<file path="src/rtl/uart_rx_ctrl.sv">
// UART receiver: 2-flop synchronised RX, 8N1 deframing and a small byte FIFO with valid/ready output.
// Define UART_RX_PARITY_EN to add an even-parity bit between the data and stop bits (8E1).
module uart_rx_ctrl #(
  parameter int CLK_FREQ_HZ = 10000000,
  parameter int BAUD        = 115200,
  parameter int FIFO_DEPTH  = 4
) (
  input  logic       clk,
  input  logic       rst,
  input  logic       rx,
  output logic [7:0] data_out,
  output logic       valid,
  input  logic       ready,
  output logic       busy,
  output logic       frame_err,
  output logic       overflow
);

  localparam int DIV         = CLK_FREQ_HZ / BAUD;
  localparam int CNT_W       = (DIV > 2) ? $clog2(DIV) : 1;
  localparam int PTR_W       = $clog2(FIFO_DEPTH);
  localparam int CNT_FW      = PTR_W + 1;
  localparam int SYNC_STAGES = 2;

  localparam logic [CNT_W-1:0]  CNT_LAST = CNT_W'(DIV - 1);
  localparam logic [CNT_W-1:0]  CNT_HALF = CNT_W'(DIV / 2 - 1);
  localparam logic [CNT_FW-1:0] FIFO_FULL_CNT = CNT_FW'(FIFO_DEPTH);

  typedef enum logic [2:0] {
    S_IDLE,
    S_START,
    S_DATA,
`ifdef UART_RX_PARITY_EN
    S_PARITY,
`endif
    S_STOP,
    S_WAIT_IDLE
  } state_t;

  // ---------------------------------------------------------------- input sync
  logic [SYNC_STAGES-1:0] sync_reg;
  logic                   rx_prev_reg;
  logic                   rx_s;
  logic                   rx_fall;

  always_ff @(posedge clk) begin
    if (rst) begin
      sync_reg    <= '1;
      rx_prev_reg <= 1'b1;
    end else begin
      sync_reg    <= {sync_reg[SYNC_STAGES-2:0], rx};
      rx_prev_reg <= rx_s;
    end
  end

  assign rx_s    = sync_reg[SYNC_STAGES-1];
  assign rx_fall = rx_prev_reg & ~rx_s;

  // ---------------------------------------------------------------- receiver FSM
  state_t           state_reg, state_next;
  logic [CNT_W-1:0] cnt_reg, cnt_next;
  logic [2:0]       bit_idx_reg, bit_idx_next;
  logic [7:0]       shift_reg, shift_next;
  logic             par_err_reg, par_err_next;
  logic             frame_err_reg, frame_err_next;
  logic             push;

  always_ff @(posedge clk) begin
    if (rst) begin
      state_reg     <= S_IDLE;
      cnt_reg       <= '0;
      bit_idx_reg   <= '0;
      shift_reg     <= '0;
      par_err_reg   <= 1'b0;
      frame_err_reg <= 1'b0;
    end else begin
      state_reg     <= state_next;
      cnt_reg       <= cnt_next;
      bit_idx_reg   <= bit_idx_next;
      shift_reg     <= shift_next;
      par_err_reg   <= par_err_next;
      frame_err_reg <= frame_err_next;
    end
  end

  always_comb begin
    state_next     = state_reg;
    cnt_next       = cnt_reg + CNT_W'(1);
    bit_idx_next   = bit_idx_reg;
    shift_next     = shift_reg;
    par_err_next   = par_err_reg;
    frame_err_next = 1'b0;
    push           = 1'b0;
    case (state_reg)
      S_IDLE: begin
        cnt_next = '0;
        if (rx_fall) begin
          state_next   = S_START;
          par_err_next = 1'b0;
        end
      end
      S_START: begin
        // Mid-start-bit check rejects glitches shorter than half a bit.
        if (cnt_reg == CNT_HALF) begin
          cnt_next = '0;
          if (rx_s) begin
            state_next = S_IDLE;
          end else begin
            state_next   = S_DATA;
            bit_idx_next = '0;
          end
        end
      end
      S_DATA: begin
        if (cnt_reg == CNT_LAST) begin
          cnt_next     = '0;
          shift_next   = {rx_s, shift_reg[7:1]};
          bit_idx_next = bit_idx_reg + 3'd1;
          if (bit_idx_reg == 3'd7) begin
`ifdef UART_RX_PARITY_EN
            state_next = S_PARITY;
`else
            state_next = S_STOP;
`endif
          end
        end
      end
`ifdef UART_RX_PARITY_EN
      S_PARITY: begin
        if (cnt_reg == CNT_LAST) begin
          cnt_next     = '0;
          par_err_next = ^{rx_s, shift_reg};
          state_next   = S_STOP;
        end
      end
`endif
      S_STOP: begin
        if (cnt_reg == CNT_LAST) begin
          cnt_next = '0;
          if (!rx_s) begin
            frame_err_next = 1'b1;
            state_next     = S_WAIT_IDLE;
          end else if (par_err_reg) begin
            frame_err_next = 1'b1;
            state_next     = S_IDLE;
          end else begin
            push       = 1'b1;
            state_next = S_IDLE;
          end
        end
      end
      S_WAIT_IDLE: begin
        // A line held low (break) must return high before a new start bit counts.
        cnt_next = '0;
        if (rx_s) state_next = S_IDLE;
      end
      default: begin
        cnt_next   = '0;
        state_next = S_IDLE;
      end
    endcase
  end

  assign busy      = (state_reg != S_IDLE);
  assign frame_err = frame_err_reg;

  // ---------------------------------------------------------------- byte FIFO
  logic [7:0]        mem [FIFO_DEPTH];
  logic [PTR_W-1:0]  wr_ptr_reg, rd_ptr_reg, rd_ptr_next;
  logic [CNT_FW-1:0] count_reg, count_next, remaining;
  logic [7:0]        data_out_reg;
  logic              overflow_reg;
  logic              fifo_full, fifo_empty, do_pop, do_push, ovf_next;

  assign fifo_full  = (count_reg == FIFO_FULL_CNT);
  assign fifo_empty = (count_reg == '0);
  assign do_pop     = ready & ~fifo_empty;
  assign do_push    = push & (~fifo_full | do_pop);
  assign ovf_next   = push & fifo_full & ~do_pop;
  assign remaining  = count_reg - CNT_FW'(do_pop);

  always_comb begin
    rd_ptr_next = rd_ptr_reg;
    if (do_pop) rd_ptr_next = rd_ptr_reg + PTR_W'(1);
    count_next = count_reg;
    if (do_push && !do_pop) count_next = count_reg + CNT_FW'(1);
    else if (!do_push && do_pop) count_next = count_reg - CNT_FW'(1);
  end

  always_ff @(posedge clk) begin
    if (do_push) mem[wr_ptr_reg] <= shift_reg;
  end

  always_ff @(posedge clk) begin
    if (rst) begin
      wr_ptr_reg   <= '0;
      rd_ptr_reg   <= '0;
      count_reg    <= '0;
      data_out_reg <= 8'h00;
      overflow_reg <= 1'b0;
    end else begin
      rd_ptr_reg   <= rd_ptr_next;
      count_reg    <= count_next;
      overflow_reg <= ovf_next;
      if (do_push) wr_ptr_reg <= wr_ptr_reg + PTR_W'(1);
      // Head register: next stored entry, or the byte being written into an otherwise empty FIFO.
      if (remaining != '0) data_out_reg <= mem[rd_ptr_next];
      else if (do_push)    data_out_reg <= shift_reg;
    end
  end

  assign data_out = data_out_reg;
  assign valid    = ~fifo_empty;
  assign overflow = overflow_reg;

endmodule
</file>
<file path="config.mk">
export PLATFORM = sky130hd
export DESIGN_NAME = uart_rx_ctrl
export DESIGN_NICKNAME = d
export VERILOG_FILES = /design/src/rtl/uart_rx_ctrl.sv
export SDC_FILE = /design/constraint.sdc
export NUM_CORES = 1
export LEC_CHECK = 0
export CAP_MARGIN = 10
export CORE_ASPECT_RATIO = 0.75
export CORE_MARGIN = 2
export CORE_UTILIZATION = 55
export CTS_CLUSTER_SIZE = 30
export DETAILED_ROUTE_END_ITERATION = 8
export PLACE_DENSITY = 0.81
export SLEW_MARGIN = 10
export SYNTH_ARGS = -nofsm -noshare
export SYNTH_HDL_FRONTEND = slang
export SYNTH_SLANG_ARGS = --single-unit
</file>
<file path="constraint.sdc">
create_clock -name clk -period 3.2 [get_ports clk]
set_input_delay 0.8 -clock clk [delete_from_list [all_inputs] [get_ports clk]]
set_output_delay 0.8 -clock clk [all_outputs]
set_load 0.02 [all_outputs]
</file>
==> results of run 1 <==
==> where the power goes <==
group	internal, µW	switching (µW)
registers	1040	78.5
logic	443	686
clock network	461	351
total	1940	1120
==> through the flow <==
stage                     power (µW)  std cells  setup slack (ns)  instance area, µm²  util (%)
after CTS                       3050        389             0.416                3800      65.3
after detailed placement        2240        373            0.0692                3570      61.3
final                           3060        389             0.442                3800      65.3
after global placement          2200        373             0.218                3570      61.3
after global routing            3210        389             0.296                3800      65.3
after floorplan                 1860        283             0.450                3310         -
==> synth_stat cells (2+ instances only) <==
cell and instances:
dfxtp_1 41, a2111oi_0 37, edfxtp_1 32, nor2_1 25
inv_1 24, mux2i_1 18, clkbuf_1 11, ha_1 11
nand2_1 9, nand3_1 6, xnor2_1 6, or3_1 5
xor2_1 5, and2_2 4, or2_2 4, a2111oi_1 3
a211o_1 3, a31oi_1 3, buf_6 3, o21ai_0 3
a211oi_1 2, a21oi_1 2, and3_1 2, nand3b_1 2
==> layer usage <==
layer,vias up,part of all wire (%)
li1,1105,-
met1,1140,46
met2,107,44
met3,6,8.6
met4,0,1.2
met5,-,0
==> cells by family after synthesis <==
group	after synthesis	share of synthesized area, %
AO/OA/AOI/OAI	56	14.2
XOR/XNOR	12	3.40
adder cells (fa/ha/maj)	12	4.76
buffers and inverters	39	5.14
flip-flops	73	53.8
multiplexers	18	5.44
AND/OR/NAND/NOR	73	13.3
==> layout make-up <==
| type | count | area, µm² |
|---|---|---|
| clock buffers | 10 | 138 |
| flip-flops and latches | 73 | 1780 |
| fillers | 461 | 2020 |
| multi-input cells | 171 | 1360 |
| inverters | 24 | 90.1 |
| clock inverters | 6 | 91.3 |
| well taps | 78 | 97.6 |
| repair buffers | 27 | 240 |
==> placed cells by master (no fill, tap or decap), types with 9 or more instances in the layout <==
cell / count
clkbuf_8: 10
a2111oi_0: 37
edfxtp_1: 32
ha_1: 11
clkdlybuf4s50_1: 15
inv_1: 24
mux2i_1: 18
dfxtp_1: 41
buf_4: 12
nand2_1: 9
nor2_1: 25
==> critical path: cells and delay by family <==
family / cells / cell delay, ns
simple gates: 3 / 1.05
compound gates: 1 / 0.14
fa+ha+maj: 2 / 0.42
buf+inv: 2 / 0.55
xor+xnor: 1 / 0.08
==> worst paths after layout <==
check                           slack [ns]           end        start  depth (start not counted)
worst max-delay path                  0.44  count_reg[2]        ready                          9
worst min-delay path                  0.43   sync_reg[1]  sync_reg[0]                          1
worst max register to register        0.76  count_reg[2]   cnt_reg[0]                          9
worst min register to register        0.43   sync_reg[1]  sync_reg[0]                          1
==> impl_metrics.yaml, run 1 <==
sta:
  max_slew_margin_pct: 50.7
  drv_slew: 0
  final_hold_viol_count: 0
  worst_pin_slew_ns: 0.729
  fin_crit_sh_pct: 86.2
  min_period_ns: 2.76
  clock.fmax_mhz: 363
  setup_violations: 0
  rsz0062_at_grt: "false"
  fin_tns_setup_ns: 0
  fin_skew_ns: 0.0101
  whs_ns: 0.425
die:
  die_y_um: 71.2
  die-area_um2: 6660
  start_util_pct: 56.8
  num_rows: 24
  core_um2: 5830
  die_x_um: 93.6
  pin_count: 16
pwr:
  p_leak_uw: 0.00130
  power.density_nw_per_um2: 805
  ir_drop_v: 0.000299
logic_synthesis:
  synth_nets: 299
  synth_top_area_share_pct: 29.0
  synth_flop_cell: "dfxtp_1"
  async_reset_ff_share_pct: 0
  synth_cells: 283
  synth_edf_count: 32
  synth_area_um2: 3310
  post_synth_main_area_contributors: "edfxtp_1, dfxtp_1, a2111oi_0"
  yosysTopAreaCell: "edfxtp_1"
  yosys_warnings: 0
  synth.distinct_cells: 46
  synth_seq_cells: 73
  syn_avg_cell_area_um2: 11.7
  ys_seq_area_share_pct: 53.8
clock_tree:
  numCtsBuffers: 9
  cts_hold_buf: 0
  cts_tree: "built"
  cts_setup_buffers: 0
  cts_resized: 0
  clockBufferDepth: 2
  worstSkewPairLatency_ns: 0.35
  cts_root_buf: "clkbuf_8"
  htreeDepth: 3
  cts.sinks: 73
  cts.clk_slew.worst_paths_ns: 0.08
global_routing:
  grt_pass1_vias: 2084
  grt_use_total_pct: 21.6
  met2_usage_pct: 30.9
  grtUsageMet1_pct: 32.4
  top_usage_layer: "met1"
  grt_overflow_total: 0
  grt_antenna_before_repair: 0
  grt_pass1_wl_mm: 10.9
  grt_max_degree: 25
  use_met3_pct: 5.22
critical_path:
  required_ns: 3.48
  cp_slowest_stage_delay_ns: 0.65
  startpoint_type: "input port"
  path_cells: "clkdlybuf4s50_1, nor4b_1, nor4_4, ha_1, inv_1, fa_1, xor2_1, or3_1, a21oi_1"
  crit_path_top_delay_cell: "nor4b_1"
  end_kind: "flop"
  crit_type: "in -> reg"
  worstPathArrival_ns: 3.04
  cp_max_fo: 4
run:
  maxCapViolations: 0
hold_path:
  hp-class: "reg -> reg"
status:
  status: "finished, final reports clean"
routing:
  drcViolationCount: 0
  ant_nets: 0
  dr.first_iter.drc_count: 256
  vias: 2358
  viasPerCell: 6.06
  first_pass_iters: 6
  totalWireLength_mm: 6.75
  wl_per_cell_um: 17.3
finish:
  antenna_cells: 0
  drive_above_1_share_pct: 14.5
  final_nets: 322
  area_growth_pct: 14.9
  largest_reg_flops: 32
placement:
  globalplace.congestion: 0.822
  dpl.hpwl_mm: 4.24
  port_buffers: 15
(Power assumes the default switching activity.)
==> run 2: changes to the inputs <==
ABC_AREA = 1   (was default)
==> run 2 against run 1 <==
Highest routed layer unchanged. Critical path type unchanged. Via count is 10% higher. Largest cell class unchanged. Largest power group unchanged. Global-route usage up 0.31 points. Fmax rose by 9.1%. Clock power fell by 18%.
==> impl_metrics.yaml, run 2 <==
critical_path:
  worst-path-buf-inv: 3
  startpoint_type: "input port"
  cp_max_fo: 9
  cp_top_family: "buffers and inverters"
  cpMostUsedCell: "nor2_1"
  crit_path_top_delay_cell: "clkdlybuf4s50_1"
  cp_slowest_stage_delay_ns: 0.58
  crit_type: "in -> reg"
  path_cells: "clkdlybuf4s50_1, nor2_1, nand2_2, nand2_4, clkinv_4, ha_1, inv_1, fa_1, nor2_1, nor2_1, nand2_1, o21ai_0, a21oi_1"
  required_ns: 3.47
  end_kind: "flop"
  worstPathArrival_ns: 2.80
logic_synthesis:
  synth_edf_count: 32
  synth_flop_cell: "dfxtp_1"
  syn_avg_cell_area_um2: 8.93
  yosysTopAreaCell: "edfxtp_1"
  synth_cells: 381
  ys_seq_area_share_pct: 52.4
  post_synth_main_area_contributors: "edfxtp_1, dfxtp_1, nand3_1"
  async_reset_ff_share_pct: 0
  yosys_warnings: 0
  synth.distinct_cells: 35
  synth_area_um2: 3400
  synth_nets: 397
  synth_seq_cells: 73
  netlist_top_cells_count: "inv_1, nand2_1, nand3_1"
  synth_top_area_share_pct: 28.2
sta:
  max_slew_margin_pct: 65.7
  final_hold_viol_count: 0
  fin_tns_setup_ns: 0
  fin_skew_ns: 0.0105
  worst_pin_slew_ns: 0.514
  fin_crit_sh_pct: 79.0
  min_period_ns: 2.53
  drv_slew: 0
  setup_violations: 0
  rsz0062_at_grt: "false"
  clock.fmax_mhz: 395
routing:
  dr.first_iter.drc_count: 202
  viasPerCell: 5.31
  wl_per_cell_um: 14.1
  vias: 2596
  drcViolationCount: 0
  ant_nets: 0
  totalWireLength_mm: 6.88
  first_pass_iters: 7
clock_tree:
  cts_tree: "built"
  numCtsBuffers: 9
  cts.sinks: 73
  cts_resized: 0
  clockBufferDepth: 2
  htreeDepth: 3
  cts_hold_buf: 0
  cts_root_buf: "clkbuf_8"
  cts_setup_buffers: 0
  cts.clk_slew.worst_paths_ns: 0.08
  worstSkewPairLatency_ns: 0.34
finish:
  layout_common_cells: "nand2_1, inv_1, nand3_1"
  design_area_um2: 3840
  final_cells: 489
  largest_reg_flops: 32
  final_nets: 422
  fin_util_pct: 65.3
  area_growth_pct: 12.9
  drive_above_1_share_pct: 12.4
  antenna_cells: 0
global_routing:
  grt_pass1_wl_mm: 11.2
  grt_overflow_total: 0
  grt_use_total_pct: 21.9
  grt_max_degree: 19
  grt_antenna_before_repair: 0
  grt_pass1_vias: 2323
die:
  num_rows: 24
  core_um2: 5890
  pin_count: 16
  die-area_um2: 6840
  die_x_um: 94.8
  die_y_um: 72.1
  start_util_pct: 57.8
placement:
  placed_cells: 473
  dpl.hpwl_mm: 4.73
  place_area_um2: 3660
  globalplace.congestion: 0.786
  port_buffers: 15
pwr:
  fin_total_pwr_uw: 2920
  power.density_nw_per_um2: 759
  ir_drop_v: 0.000433
  p_leak_uw: 0.00169
status:
  status: "finished, final reports clean"
hold_path:
  hp-class: "reg -> reg"
run:
  maxCapViolations: 0
## run 2: cell count changes in the layout (fill, tap and decap cells not counted), moves of 11 or more
cell,previous run,this run
o21ai_0,3,14
inv_1,24,58
nor2_1,25,42
a2111oi_0,37,0
nand3_1,6,46
mux2i_1,18,0
a21oi_1,2,13
nand2_1,9,58
## run 2: kinds of logic after synthesis
logic type / synth area share [%]
DFF: 52.4
AOI/OAI and AO/OA: 6.03
xor gates and xnor gates: 1.29
adders and majority gates: 4.63
and+or+nand+nor: 26.8
buffers and inverters: 8.90
## run 2: path summary, 6_finish.rpt
| path | from | endpoint | slack, ns | cells after the start |
|---|---|---|---|---|
| setup reg to reg | cnt_reg[0] | count_reg[2] | 0.92 | 15 |
| hold reg to reg | sync_reg[0] | sync_reg[1] | 0.42 | 1 |
| setup / recovery | ready | count_reg[2] | 0.67 | 13 |
| hold / removal | sync_reg[0] | sync_reg[1] | 0.42 | 1 |
## run 2: report_power, final
| part | total [µW] | switching (µW) | internal (µW) | leakage (µW) |
|---|---|---|---|---|
| Sequential | 1120 | 69.8 | 1050 | 0.000705 |
| Combinational | 1140 | 747 | 388 | 0.000888 |
| Clock | 664 | 319 | 345 | 0.0000927 |
| Total | 2920 | 1140 | 1780 | 0.00169 |
## run 2: layer usage
metal / GRT usage [%] / vias to the layer above / routed length, µm
li1: - / 1286 / -
met2: 34.1 / 90 / 3140
met4: 4.35 / 0 / 66
met5: 0 / - / 0
met3: 8.20 / 14 / 463
met1: 29.7 / 1206 / 3220
## run 2: per-stage QoR
| stage | setup WS, ns | hold slack [ns] |
|---|---|---|
| global route | 0.473 | 0.437 |
| global placement | 0.360 | 0.395 |
| CTS | 0.681 | 0.420 |
| floorplan | 0.890 | 0.389 |
| detailed placement | 0.316 | 0.402 |
| finish | 0.671 | 0.416 |
## run 2: layout make-up
type                            instances  area [µm²]
Clock inverter                          2        12.5
Inverter                               65         249
Tap cell                               78        97.6
Sequential cell                        73        1780
Clock buffer                           14         173
Timing Repair Buffer                   23         210
Fill cell                             499        2040
Multi-Input combinational cell        234        1320
==> run 3: changes to the inputs <==
clock period = 2.52 ns   (was 3.2 ns; I/O delays follow)
==> run 3 against run 2 <==
Sequential power up 27%. Via count up 0.50%. Flip-flop and latch count unchanged. Setup slack worse by 0.47 ns. Final area up 2.7%. First-iteration DRC count up 7.9%. Sequential share of layout area down 1.2 points. Critical endpoint unchanged.
==> impl_metrics.yaml, run 3 (same netlist as run 2, synthesis figures left out) <==
status:
  status: "finished, final reports clean"
pwr:
  p_sw_uw: 1520
  seqPwrFrac_pct: 36.1
  p_int_uw: 2410
  combPwrFrac_pct: 40.5
  power.density_nw_per_um2: 996
  p_leak_uw: 0.00175
  pwr-share-clk_pct: 23.4
  ir_drop_v: 0.000604
  switching_share_pct: 38.6
  fin_total_pwr_uw: 3930
placement:
  globalplace.congestion: 0.835
  port_buffers: 15
  place_area_um2: 3740
  dpl.hpwl_mm: 4.91
  place_ws_ns: -0.0639
clock_tree:
  cts_hold_buf: 0
  cts.sinks: 73
  htreeDepth: 3
  cts_resized: 0
  cts_tree: "built"
  numCtsBuffers: 9
  cts.clk_slew.worst_paths_ns: 0.08
  cts_root_buf: "clkbuf_8"
  clockBufferDepth: 2
  worstSkewPairLatency_ns: 0.34
  cts_setup_buffers: 0
routing:
  drcViolationCount: 0
  viasPerCell: 5.23
  dr.first_iter.drc_count: 218
  totalWireLength_mm: 7.00
  first_pass_iters: 4
  vias: 2609
  ant_nets: 0
  wl_per_cell_um: 14.0
global_routing:
  grt_max_degree: 19
  grt_overflow_total: 0
  grt_pass1_vias: 2614
  grt_use_total_pct: 23.3
  grt_antenna_before_repair: 0
  grt_pass1_wl_mm: 12.2
run:
  maxCapViolations: 0
finish:
  layout_common_cells: "nand2_1, inv_1, nand3_1"
  antenna_cells: 0
  drive_above_1_share_pct: 15.0
  n_fill_cell: 468
  final_nets: 432
  design_area_um2: 3950
  largest_reg_flops: 32
  area_growth_pct: 15.9
sta:
  rsz0062_at_grt: "false"
  fin_tns_setup_ns: 0
  clock.fmax_mhz: 431
  fin_skew_ns: 0.00803
  setup_violations: 0
  worst_pin_slew_ns: 0.632
  max_slew_margin_pct: 57.7
  drv_slew: 0
  fin_crit_sh_pct: 92.0
  min_period_ns: 2.32
  setup_ws_ns: 0.202
  final_hold_viol_count: 0
hold_path:
  hp-class: "reg -> reg"
critical_path:
  crit_path_top_delay_cell: "dfxtp_1"
  crit_type: "reg -> reg"
  startpoint_type: "flop"
  cp_slowest_stage_delay_ns: 0.42
  path_cells: "ha_1, nand2_1, nor2_4, nand2_4, nor2_8, nand2_4, clkinv_4, ha_1, inv_1, fa_1, nor2_1, nor2_1, nand2_1, o21ai_0, a21oi_1"
  required_ns: 2.79
  worstPathArrival_ns: 2.59
  end_kind: "flop"
  cp_max_fo: 6
  worst-path-buf-inv: 2
  cp_top_family: "simple AND/OR/NAND/NOR gates"
die:
  pin_count: 16
  start_util_pct: 57.8
  die_x_um: 94.8
  die-area_um2: 6840
  die_y_um: 72.1
  core_um2: 5890
  num_rows: 24
-- run 3: cell count changes in the layout (fill, tap and decap cells not counted), sizes merged --
cell and delta:
buf +10, clkbuf -5, inv +3, clkinv +2, bufinv +1, clkinvlp -1
-- run 3: metal layers --
metal / wire (µm) / part of all wire [%] / track usage, %
met1: 3150 / 45 / 31.2
met2: 3190 / 46 / 37.0
met3: 548 / 7.8 / 7.17
met4: 112 / 1.6 / 6.76
met5: 0 / 0 / 0
-- run 3: area by class of cell --
class	instances	area [µm²]	area share, %
timing repair buffer	33	298	7.55
multi-input combinational	234	1320	33.4
tap	78	97.6	2.47
clock buffer	9	124	3.14
clock inverter	7	76.3	1.93
inverter	65	249	6.31
sequential	73	1780	45.2
-- run 3: metrics by stage --
stage	hold WS (ns)	util [%]	std cells
CTS	0.422	67.0	499
global route	0.453	67.0	499
global placement	0.409	63.6	483
finish	0.421	67.0	499
detailed placement	0.403	63.6	483
floorplan	0.389	-	381
-- run 3: power by group through the flow --
stage	Clock, µW	Combinational, µW	Sequential (µW)
after floorplan	0	984	1490
after global placement	0	1520	1440
after detailed placement	0	1570	1450
after CTS	934	1580	1420
after global routing	1000	1780	1430
final	918	1590	1420
-- run 3: path summary, 6_finish.rpt --
check               from            to  slack, ns  depth (start not counted)
max           cnt_reg[0]  count_reg[2]       0.20                         15
min          sync_reg[0]   sync_reg[1]       0.42                          1
max reg2reg   cnt_reg[0]  count_reg[2]       0.20                         15
min reg2reg  sync_reg[0]   sync_reg[1]       0.42                          1
